### config.mk
export PLATFORM = sky130hd
export DESIGN_NAME = pool_stream_engine_flat
export DESIGN_NICKNAME = d
export VERILOG_FILES = /design/src/rtl/pool_stream_engine_pkg.sv /design/src/rtl/pool_stream_engine_if.sv /design/src/rtl/pool_stream_engine_lane.sv /design/src/rtl/pool_stream_engine.sv /design/src/flat_wrapper.sv
export SDC_FILE = /design/constraint.sdc
export NUM_CORES = 2
export LEC_CHECK = 0
export CORE_MARGIN = 4
export CORE_UTILIZATION = 45
export CTS_CLUSTER_DIAMETER = 80
export DETAILED_ROUTE_END_ITERATION = 8
export PLACE_DENSITY_LB_ADDON = 0.25
export SLEW_MARGIN = 15
export SYNTH_ARGS = -nofsm -noshare
export SYNTH_HDL_FRONTEND = slang
export SYNTH_HIERARCHICAL = 1
export SYNTH_SLANG_ARGS = --single-unit
### constraint.sdc
create_clock -name clk -period 27.6 [get_ports clk]
set_clock_uncertainty 0.1 [all_clocks]
set_input_delay 4.14 -clock clk [delete_from_list [all_inputs] [get_ports clk]]
set_output_delay 4.14 -clock clk [all_outputs]
set_load 0.005 [all_outputs]
### src/rtl/pool_stream_engine_pkg.sv
// Shared constants, row-parity state type and elaboration helpers for the
// 2x2/stride-2 pooling engine.
package pool_pkg;

  localparam logic POOL_MAX = 1'b0;
  localparam logic POOL_AVG = 1'b1;

  typedef enum logic {StEvenRow, StOddRow} row_state_e;

  function automatic int unsigned clog2(input int unsigned v);
    int unsigned r;
    r = 0;
    while ((64'd1 << r) < 64'(v)) r = r + 1;
    return r;
  endfunction

  // Low bit index of a lane inside a packed multi-lane vector.
  function automatic int unsigned lane_lo(input int unsigned lane, input int unsigned width);
    return lane * width;
  endfunction

endpackage

### src/rtl/pool_stream_engine_if.sv
// Stream-side signals of the pooling engine: pixel input, pooled output and
// per-frame controls.
interface pool_stream_engine_if #(
  parameter int unsigned CH = 6,
  parameter int unsigned DW = 16
);
  logic             pool_clr;
  logic             mode;
  logic             in_valid;
  logic             in_ready;
  logic [CH*DW-1:0] in_data;
  logic             out_valid;
  logic             out_ready;
  logic [CH*DW-1:0] out_data;
  logic             out_last;

  modport master (
    output pool_clr, mode, in_valid, in_data, out_ready,
    input  in_ready, out_valid, out_data, out_last
  );

  modport slave (
    input  pool_clr, mode, in_valid, in_data, out_ready,
    output in_ready, out_valid, out_data, out_last
  );
endinterface

### src/rtl/pool_stream_engine_lane.sv
// Per-lane combine: signed max or widened sum of two sign-extended samples.
module pool_lane
  import pool_pkg::*;
#(
  parameter int unsigned DW = 16
) (
  input  logic               mode,
  input  logic signed [DW+1:0] a,
  input  logic signed [DW+1:0] b,
  output logic signed [DW+1:0] y
);

  always_comb begin
    if (mode == POOL_AVG) y = a + b;
    else                  y = (a > b) ? a : b;
  end

endmodule

### src/rtl/pool_stream_engine.sv
// 2x2/stride-2 max/average pooling over a raster pixel stream, using a hold
// register for the horizontal pair and a half-width row buffer for the vertical pair.
module pool_stream_engine
  import pool_pkg::*;
#(
  parameter int unsigned CH    = 6,
  parameter int unsigned DW    = 16,
  parameter int unsigned IMG_W = 28,
  parameter int unsigned IMG_H = 28
) (
  input  logic               clk,
  input  logic               rst,
  pool_stream_engine_if.slave bus
);

  localparam int unsigned CW = (clog2(IMG_W) > 0) ? clog2(IMG_W) : 1;
  localparam int unsigned RW = (clog2(IMG_H) > 0) ? clog2(IMG_H) : 1;
  localparam int unsigned BW = (CW > 1) ? CW - 1 : 1;
  localparam int unsigned NB = IMG_W / 2;
  localparam int unsigned LW = DW + 2;
  localparam logic [CW-1:0] ColLast = CW'(IMG_W - 1);
  localparam logic [RW-1:0] RowLast = RW'(IMG_H - 1);

  row_state_e       state_q, state_d;
  logic [CW-1:0]    col_q, col_d;
  logic [RW-1:0]    row_q, row_d;
  logic             mode_q, mode_d;
  logic [CH*DW-1:0] h_q, h_d;
  logic             out_valid_q, out_valid_d;
  logic [CH*DW-1:0] out_data_q, out_data_d;
  logic             out_last_q, out_last_d;

  logic [CH*LW-1:0] row_buf [NB];

  logic             xfer, first_px, col_odd, col_end, row_end, cur_mode;
  logic [BW-1:0]    bidx;
  logic [CH*LW-1:0] buf_rd, hsum, vsum;
  logic [CH*DW-1:0] res;

  assign bus.in_ready  = !out_valid_q | bus.out_ready;
  assign bus.out_valid = out_valid_q;
  assign bus.out_data  = out_data_q;
  assign bus.out_last  = out_last_q;

  assign xfer     = bus.in_valid & bus.in_ready & !bus.pool_clr;
  assign first_px = (col_q == '0) && (row_q == '0);
  // The (0,0) pixel already uses the mode being latched on its own transfer.
  assign cur_mode = first_px ? bus.mode : mode_q;
  assign col_odd  = col_q[0];
  assign col_end  = (col_q == ColLast);
  assign row_end  = (row_q == RowLast);
  assign bidx     = BW'(col_q >> 1);
  assign buf_rd   = row_buf[bidx];

  for (genvar c = 0; c < CH; c++) begin : g_lane
    localparam int unsigned Lo  = lane_lo(c, DW);
    localparam int unsigned LoW = lane_lo(c, LW);
    logic signed [LW-1:0] h_ext, in_ext, hs, vs;

    assign h_ext  = {{2{h_q[Lo+DW-1]}}, h_q[Lo +: DW]};
    assign in_ext = {{2{bus.in_data[Lo+DW-1]}}, bus.in_data[Lo +: DW]};

    pool_lane #(.DW(DW)) u_horiz (.mode(cur_mode), .a(h_ext), .b(in_ext), .y(hs));
    pool_lane #(.DW(DW)) u_vert (.mode(cur_mode), .a(buf_rd[LoW +: LW]), .b(hs), .y(vs));

    assign hsum[LoW +: LW] = hs;
    assign vsum[LoW +: LW] = vs;
    // Dropping the two LSBs of the 4-sample sum is floor(sum/4).
    assign res[Lo +: DW]   = (cur_mode == POOL_AVG) ? vs[DW+1:2] : vs[DW-1:0];
  end

  always_ff @(posedge clk) begin
    if (xfer && (state_q == StEvenRow) && col_odd) row_buf[bidx] <= hsum;
  end

  always_comb begin
    state_d     = state_q;
    col_d       = col_q;
    row_d       = row_q;
    mode_d      = mode_q;
    h_d         = h_q;
    out_valid_d = out_valid_q;
    out_data_d  = out_data_q;
    out_last_d  = out_last_q;
    if (bus.pool_clr) begin
      state_d     = StEvenRow;
      col_d       = '0;
      row_d       = '0;
      h_d         = '0;
      out_valid_d = 1'b0;
    end else begin
      if (bus.out_ready) out_valid_d = 1'b0;
      if (xfer) begin
        if (first_px) mode_d = bus.mode;
        if (!col_odd) h_d = bus.in_data;
        if (col_end) begin
          col_d   = '0;
          row_d   = row_end ? '0 : row_q + 1'b1;
          state_d = (state_q == StEvenRow) ? StOddRow : StEvenRow;
        end else begin
          col_d = col_q + 1'b1;
        end
        if ((state_q == StOddRow) && col_odd) begin
          out_valid_d = 1'b1;
          out_data_d  = res;
          out_last_d  = row_end && col_end;
        end
      end
    end
  end

  always_ff @(posedge clk or posedge rst) begin
    if (rst) begin
      state_q     <= StEvenRow;
      col_q       <= '0;
      row_q       <= '0;
      mode_q      <= POOL_MAX;
      h_q         <= '0;
      out_valid_q <= 1'b0;
      out_data_q  <= '0;
      out_last_q  <= 1'b0;
    end else begin
      state_q     <= state_d;
      col_q       <= col_d;
      row_q       <= row_d;
      mode_q      <= mode_d;
      h_q         <= h_d;
      out_valid_q <= out_valid_d;
      out_data_q  <= out_data_d;
      out_last_q  <= out_last_d;
    end
  end

endmodule

### src/flat_wrapper.sv
// flat-port wrapper written by rule: the top's interface ports become plain ports
module pool_stream_engine_flat import pool_pkg::*;
#(
  parameter int unsigned CH    = 6,
  parameter int unsigned DW    = 16,
  parameter int unsigned IMG_W = 28,
  parameter int unsigned IMG_H = 28
)
  (clk, rst, bus_pool_clr, bus_mode, bus_in_valid, bus_in_data, bus_out_ready, bus_in_ready, bus_out_valid, bus_out_data, bus_out_last);
  pool_stream_engine_if #(.CH(CH), .DW(DW)) bus_i ();
  input  logic clk;
  input  logic rst;
  input wire logic [$bits(bus_i.pool_clr)-1:0] bus_pool_clr;
  input wire logic [$bits(bus_i.mode)-1:0] bus_mode;
  input wire logic [$bits(bus_i.in_valid)-1:0] bus_in_valid;
  input wire logic [$bits(bus_i.in_data)-1:0] bus_in_data;
  input wire logic [$bits(bus_i.out_ready)-1:0] bus_out_ready;
  output wire logic [$bits(bus_i.in_ready)-1:0] bus_in_ready;
  output wire logic [$bits(bus_i.out_valid)-1:0] bus_out_valid;
  output wire logic [$bits(bus_i.out_data)-1:0] bus_out_data;
  output wire logic [$bits(bus_i.out_last)-1:0] bus_out_last;
  assign bus_i.pool_clr = bus_pool_clr;
  assign bus_i.mode = bus_mode;
  assign bus_i.in_valid = bus_in_valid;
  assign bus_i.in_data = bus_in_data;
  assign bus_i.out_ready = bus_out_ready;
  assign bus_in_ready = bus_i.in_ready;
  assign bus_out_valid = bus_i.out_valid;
  assign bus_out_data = bus_i.out_data;
  assign bus_out_last = bus_i.out_last;
  pool_stream_engine #(.CH(CH), .DW(DW), .IMG_W(IMG_W), .IMG_H(IMG_H)) u_core (.clk(clk), .rst(rst), .bus(bus_i));
endmodule
* Word level (Yosys, flattened, before mapping)
Memory sizes are Yosys's and may differ from the RTL's. Index checks and enable logic that the tools add are counted.
Word-level totals: register bits 206, bits in latches 0, memory bits (writable) 1512, memory bits (read-only) 0, bits of input ports 102, memories kept 1
Operators by class: add/subtract/negate cells 14, $mul 0, divide/modulo/power cells 0, magnitude comparators 12, eq/ne operators 3, shift-type cells 0, mux-type cells 51, bitwise operators 5, reduce and logical (&&, ||, !) cells 15
Memories:
- u_core.row_buf | words 14, width 108, rd ports 1, clocked after Yosys merged registers in 0, wr ports 1, line pool_stream_engine.sv:33 | logic [CH*LW-1:0] row_buf [NB];
Operator list (count):
- 18-bit two-way mux | 24
- 96-bit two-way mux | 3
- 18-bit adder | 6
- 18-bit greater-than comparator | 6
- 16-bit by 16-bit adder with 17-bit output | 6
- 16-bit greater-than comparator | 6
- 16-bit two-way mux | 6
- 5-bit two-way mux | 7
- 1-bit two-way mux | 11
- 5-bit by 1-bit adder with 5-bit output, second input constant | 2
- 5-bit == test, second input constant | 2
- 5-bit logical NOT | 2
- 2-bit AND reduction | 3
- 1-bit logical AND | 5
- 2-bit nonzero test | 2
- 3-bit AND reduction | 1
- 1-bit AND | 2
- 1-bit logical NOT | 2
- 2-bit != test, second input constant | 1
- 1-bit inverter | 2
- 1-bit OR | 1

* Logic depth before layout (Yosys ltp)
word-level depth 8, gate-level depth with buffers 30, mapped depth without buffers 22

* Cells and area by module
Netlist, hierarchy kept.
By module, submodules not included:
- pool_stream_engine | instances 1, cells an instance 3236, area an instance 66392.4 um^2, sequential area each 50558.5 um^2
- pool_lane (u_core.g_lane[0].u_horiz ...) | instances 9, cells an instance 247, area an instance 1796.7 um^2, sequential area each 0.0 um^2
- pool_lane (u_core.g_lane[5].u_horiz ...) | instances 2, cells an instance 239, area an instance 1702.9 um^2, sequential area each 0.0 um^2
- pool_lane (u_core.g_lane[4].u_vert) | instances 1, cells an instance 221, area an instance 1685.4 um^2, sequential area each 0.0 um^2

* Least setup slack after synthesis
Ideal clock, no wire load.
path type input-to-reg, from in bus_in_valid, to mem u_core/row_buf[2][0] (netlist name) (enable), setup time 0.707 ns, data arrival time 12.158 ns, slack 14.635 ns, cell stages on the path 5, path buffers 1, path through buf_2 > inv_1 > nor4_1 > nand3_1 > nor3_1
On the way: longest elaborated chain between the ends 6
RTL lines:
- from (decl) | line flat_wrapper.sv:15 | input wire logic [$bits(bus_i.in_valid)-1:0] bus_in_valid;
- 1-bit AND (2 in a row) | line pool_stream_engine.sv:45 | assign xfer = bus.in_valid & bus.in_ready & !bus.pool_clr;
- 1-bit logical AND (2 in a row) | line pool_stream_engine.sv:73 | if (xfer && (state_q == StEvenRow) && col_odd) row_buf[bidx] <= hsum;
- 1-bit two-way mux | line pool_stream_engine.sv:73
- 1-bit two-way mux (implied by the code) | line pool_stream_engine.sv:73
- to (decl) | line pool_stream_engine.sv:33
No other way between the ends.

* Worst setup path after layout
from in bus_mode, to reg u_core.out_data_q[42], in the netlist u_core/bus.out_data[42]
On the way: longest elaborated chain between the ends 6
RTL lines:
- from (decl) | line flat_wrapper.sv:14 | input wire logic [$bits(bus_i.mode)-1:0] bus_mode;
- 1-bit two-way mux | line pool_stream_engine.sv:48 | assign cur_mode = first_px ? bus.mode : mode_q;
- via u_core.cur_mode | line pool_stream_engine.sv:35 | logic xfer, first_px, col_odd, col_end, row_end, cur_mode;
- 18-bit two-way mux | line pool_stream_engine_lane.sv:14 | if (mode == POOL_AVG) y = a + b;
- via u_core.g_lane[2].hs[17] | line pool_stream_engine.sv:58 | logic signed [LW-1:0] h_ext, in_ext, hs, vs;
- 18-bit greater-than comparator | line pool_stream_engine_lane.sv:15 | else y = (a > b) ? a : b;
- 18-bit two-way mux | line pool_stream_engine_lane.sv:15
- 18-bit two-way mux | line pool_stream_engine_lane.sv:14
- via u_core.g_lane[2].vs[12] | line pool_stream_engine.sv:58
- 16-bit two-way mux | line pool_stream_engine.sv:69 | assign res[Lo +: DW] = (cur_mode == POOL_AVG) ? vs[DW+1:2] : vs[DW-1:0];
- to (signal assigned) | line pool_stream_engine.sv:129 | out_data_q <= out_data_d;
- to (decl) | line pool_stream_engine.sv:30 | logic [CH*DW-1:0] out_data_q, out_data_d;
The timed path passes the listed nets, and every way through them passes these cells. A chain may end at the register's enable or synchronous reset.

==> flow_metrics.tcl <==
set metrics [dict create \
    outcome "finished clean" \
    top_level_ports 201 \
    switching_share_pct 28.1 \
    synth-seq-cells 1718 \
    hold_path_class "reg -> reg" \
    final_util_pct 51.1 \
    combPwrFrac_pct 20.0 \
    timing.fmax_ghz 0.0967 \
    grt_pass1_vias 53838 \
    rsz0062_at_grt "false" \
    synth.avg_cell_area_um2 14.2 \
    slowest_stage "or4b_2" \
    area_growth_syn_to_layout_pct 12.6 \
    pwr-share-clk_pct 35.8 \
    place_congestion 0.881 \
    clk_pin_slew_worst_paths_ns 0.06 \
    fin_crit_ns 10.34 \
    drc 0 \
    power_density_nw_per_um2 68.4 \
    vdd_drop_max_uv 52.9 \
    cts.repair.resized 0 \
    rrSetupSlack_ns 19.33 \
    hp-start "u_core/bus.out_last" \
    coreArea_um2 193000 \
    setup-tns-final_ns 0 \
    final-seq-area_um2 50600 \
    multi_input_area_um2 34100 \
    intPower_mw 4.86 \
    cts_hold_buf 0 \
    yosysWarnings 6 \
    finalPower_mw 6.75 \
    setup.worst_path.end_class "flip-flop" \
    reg2regPathDepth 21 \
    place_inst 8763 \
    cts_buffers 181 \
    clock_latency_ns 0.82 \
    busiest_layer "met2" \
    antenna_found_initial 18 \
    cp.required_ns 28.22 \
    max_slew_margin_pct 28.3 \
    die_area_um2 202000 \
    p_leak_nw 34.9 \
    layout-drive-gt1-share_pct 16.1 \
    yosys-top-cells-area "edfxtp_1 (52%), mux4_2 (11%), ha_1 (6.1%)" \
    grt_overflow 0 \
    numPortBuffers 200 \
    synth_cells 6158 \
    grtUsageTotal_pct 22.2 \
    fin_crit_sh_pct 37.5 \
    htreeDepth 4 \
    drv_slew 0 \
    grt_use_met2_pct 36.3 \
    switchingPower_mw 1.90 \
    hold_end "u_core/bus.out_last" \
    synth_edf_count 1512 \
    path_cells "clkdlybuf4s50_1 > and3_4 > nor2_1 > inv_8 > buf_12 > buf_12 > or4b_2 > mux2i_1 > a211oi_1 > buf_4 > inv_1 > ha_1 > nand3_1 > nor3_1 > o31ai_1 > a21oi_1 > nor2_4 > mux2i_1 > o21ai_0 > o21ai_0 > a31oi_1" \
    cp_max_fo 110 \
    yosysSeqAreaShare_pct 57.7 \
    vias 53978 \
    dp_hpwl_um 136000 \
    grt_max_degree 137 \
    routed_wl_um 228000 \
    slowest_delay_ns 0.63 \
    hold_viol 0 \
    met1_usage_pct 31.3 \
    nFillCells 16139 \
    syn_area_um2 87700 \
    pwr-share-seq_pct 44.2 \
    initial_utilization_pct 45.4 \
    tightest_slew_ns 1.05 \
    arrival_ns 10.97 \
    maxCapViolations 0 \
    synth_top_area_share_pct 51.8 \
    worst_r2r_endpoint "u_core/bus.out_data[42]" \
    cpLargestDelayFamily "buffers and inverters" \
    min_path_cells 2 \
    finalNonFillerCells 9115 \
    clock_path_buffers 3 \
    final-setup-viol-count 0 \
    drtIter0Drc 4874 \
    path_buf_inv 6 \
    die_x_um 449 \
    placementRows 161 \
    r2r_start "u_core/col_q[2]" \
    use_met3_pct 3.01 \
    cts_setup_buffers 0 \
    setup.worst_path.start "bus_mode" \
    drt_first_pass_iters 6 \
    path_class "in -> reg" \
    fin_nets 6961 \
    synthArstFlopShare_pct 12.0 \
    ant_nets 0 \
    critPathLaunchType "input port" \
    syn-num-nets 6696 \
    grt_pass1_wl_um 345000 \
    whs_ns 0.394 \
    cts_sinks 1718 \
    vias_per_cell 5.92 \
    root_buffer "clkbuf_16" \
    cts_tree "done" \
    yosys.area.top_type "edfxtp_1" \
    wire_per_inst_um 25.0 \
    ys.flop_type "edfxtp_1" \
    die_height_um 449 \
    yosysUniqueCellTypes 91 \
]
## worst max path at each step
stage                                    to  slack (ns)  cells after the start
global placement    u_core/bus.out_data[18]       16.44                     19
floorplan              u_core/row_buf[2][0]       14.63                      5
finish              u_core/bus.out_data[42]       17.26                     21
CTS                 u_core/bus.out_data[19]       17.28                     19
global route        u_core/bus.out_data[47]       16.92                     21
detailed placement  u_core/bus.out_data[19]       16.41                     19
## flip-flops by register name (all words and copies together), names as in the netlist
| name | flops |
|---|---|
| u_core/mode_q | 1 |
| u_core/row_buf | 1512 |
| u_core/bus.out_last | 1 |
| u_core/bus.out_valid | 1 |
| u_core/bus.out_data | 96 |
| u_core/h_q | 96 |
| u_core/col_q | 5 |
| u_core/state_q | 1 |
| u_core/row_q | 5 |
## worst register-to-register path, delay by kind of cell, from the launching register on
kind / cells / cell delay [ns]
adder cells (fa/ha/maj): 1 / 0.20
multiplexers: 2 / 0.35
AO/OA/AOI/OAI: 6 / 1.36
flip-flops: 1 / 0.81
buffers and inverters: 5 / 1.95
AND/OR/NAND/NOR: 7 / 3.42
## synth_stat cells, types with 82 or more instances
master / count
nand3_1: 147
mux2i_1: 293
nor2_1: 311
nor2b_1: 82
xnor2_1: 112
dfrtp_1: 206
mux4_2: 432
ha_1: 424
a31oi_1: 121
clkbuf_1: 129
a21oi_1: 257
inv_1: 407
nand2_1: 353
nor3_1: 91
o21ai_0: 322
edfxtp_1: 1512
## layout make-up
cell class | count | area share, %
clock inverter | 98 | 0.924
sequential | 1718 | 51.2
timing repair buffer | 368 | 3.43
multi-input combinational | 3747 | 34.6
inverter | 407 | 1.56
clock buffer | 240 | 5.05
tap | 2526 | 3.20
antenna | 11 | 0.0279
## cells by family (layout without fill, tap and decap cells)
kind of cell	count (synthesis)	in the layout	synth area share, %
AND/OR/NAND/NOR	1244	1244	7.03
other	0	11	0
AO/OA/AOI/OAI	1072	1072	7.87
buffers and inverters	693	1113	3.64
adder cells (fa/ha/maj)	436	436	6.33
flip-flops	1718	1718	57.7
XOR/XNOR	159	159	1.59
multiplexers	836	836	15.9
## metrics by stage
stage	area, um^2	setup WS (ns)
6_report	98700	17.26
5_1_grt	98700	16.92
4_1_cts	98600	17.28
3_5_place_dp	92700	16.41
3_3_place_gp	92700	16.44
2_1_floorplan	87700	14.63
## layout by cell type (no fill, tap or decap), types with 19 or more instances in the layout
cell | netlist | routed
mux2i_1 | 293 | 289
nor3_1 | 91 | 87
clkbuf_16 | 0 | 188
inv_1 | 407 | 405
nand2b_1 | 66 | 66
o21ai_0 | 322 | 288
o31ai_1 | 58 | 58
clkbuf_1 | 129 | 43
a21o_1 | 25 | 25
nor2_1 | 311 | 301
edfxtp_1 | 1512 | 1512
xor2_1 | 47 | 47
a221oi_1 | 22 | 22
o21ai_1 | 4 | 36
clkdlybuf4s50_1 | 0 | 199
a31oi_1 | 121 | 121
nor2b_1 | 82 | 82
a211oi_1 | 45 | 41
nor4_1 | 20 | 20
clkinv_1 | 0 | 24
a21oi_1 | 257 | 255
o21a_1 | 20 | 20
dfrtp_1 | 206 | 202
nand3_1 | 147 | 145
ha_1 | 424 | 424
nor3b_1 | 21 | 21
nand4_1 | 35 | 35
o21bai_1 | 22 | 22
buf_4 | 9 | 159
a211o_1 | 22 | 22
nand2_1 | 353 | 353
a221oi_2 | 21 | 21
clkinv_2 | 0 | 23
nor2_4 | 9 | 19
mux4_2 | 432 | 432
xnor2_1 | 112 | 112
mux2_1 | 56 | 56
mux2_2 | 55 | 55
## power by group through the flow
stage	clock network [mW]	registers, mW	logic [mW]
after floorplan	0	3.04	0.957
after global placement	0	3.04	1.32
after detailed placement	0	3.04	1.34
after CTS	2.47	2.98	1.35
after global routing	2.58	2.98	1.49
final	2.42	2.98	1.35
## metal layers
metal	part of all wire [%]	wire length (um)
met2	48	109000
met5	0.0057	13
met1	44	100000
met4	2.6	6020
met3	5.3	12100
Power figures use the tool's default switching activity.
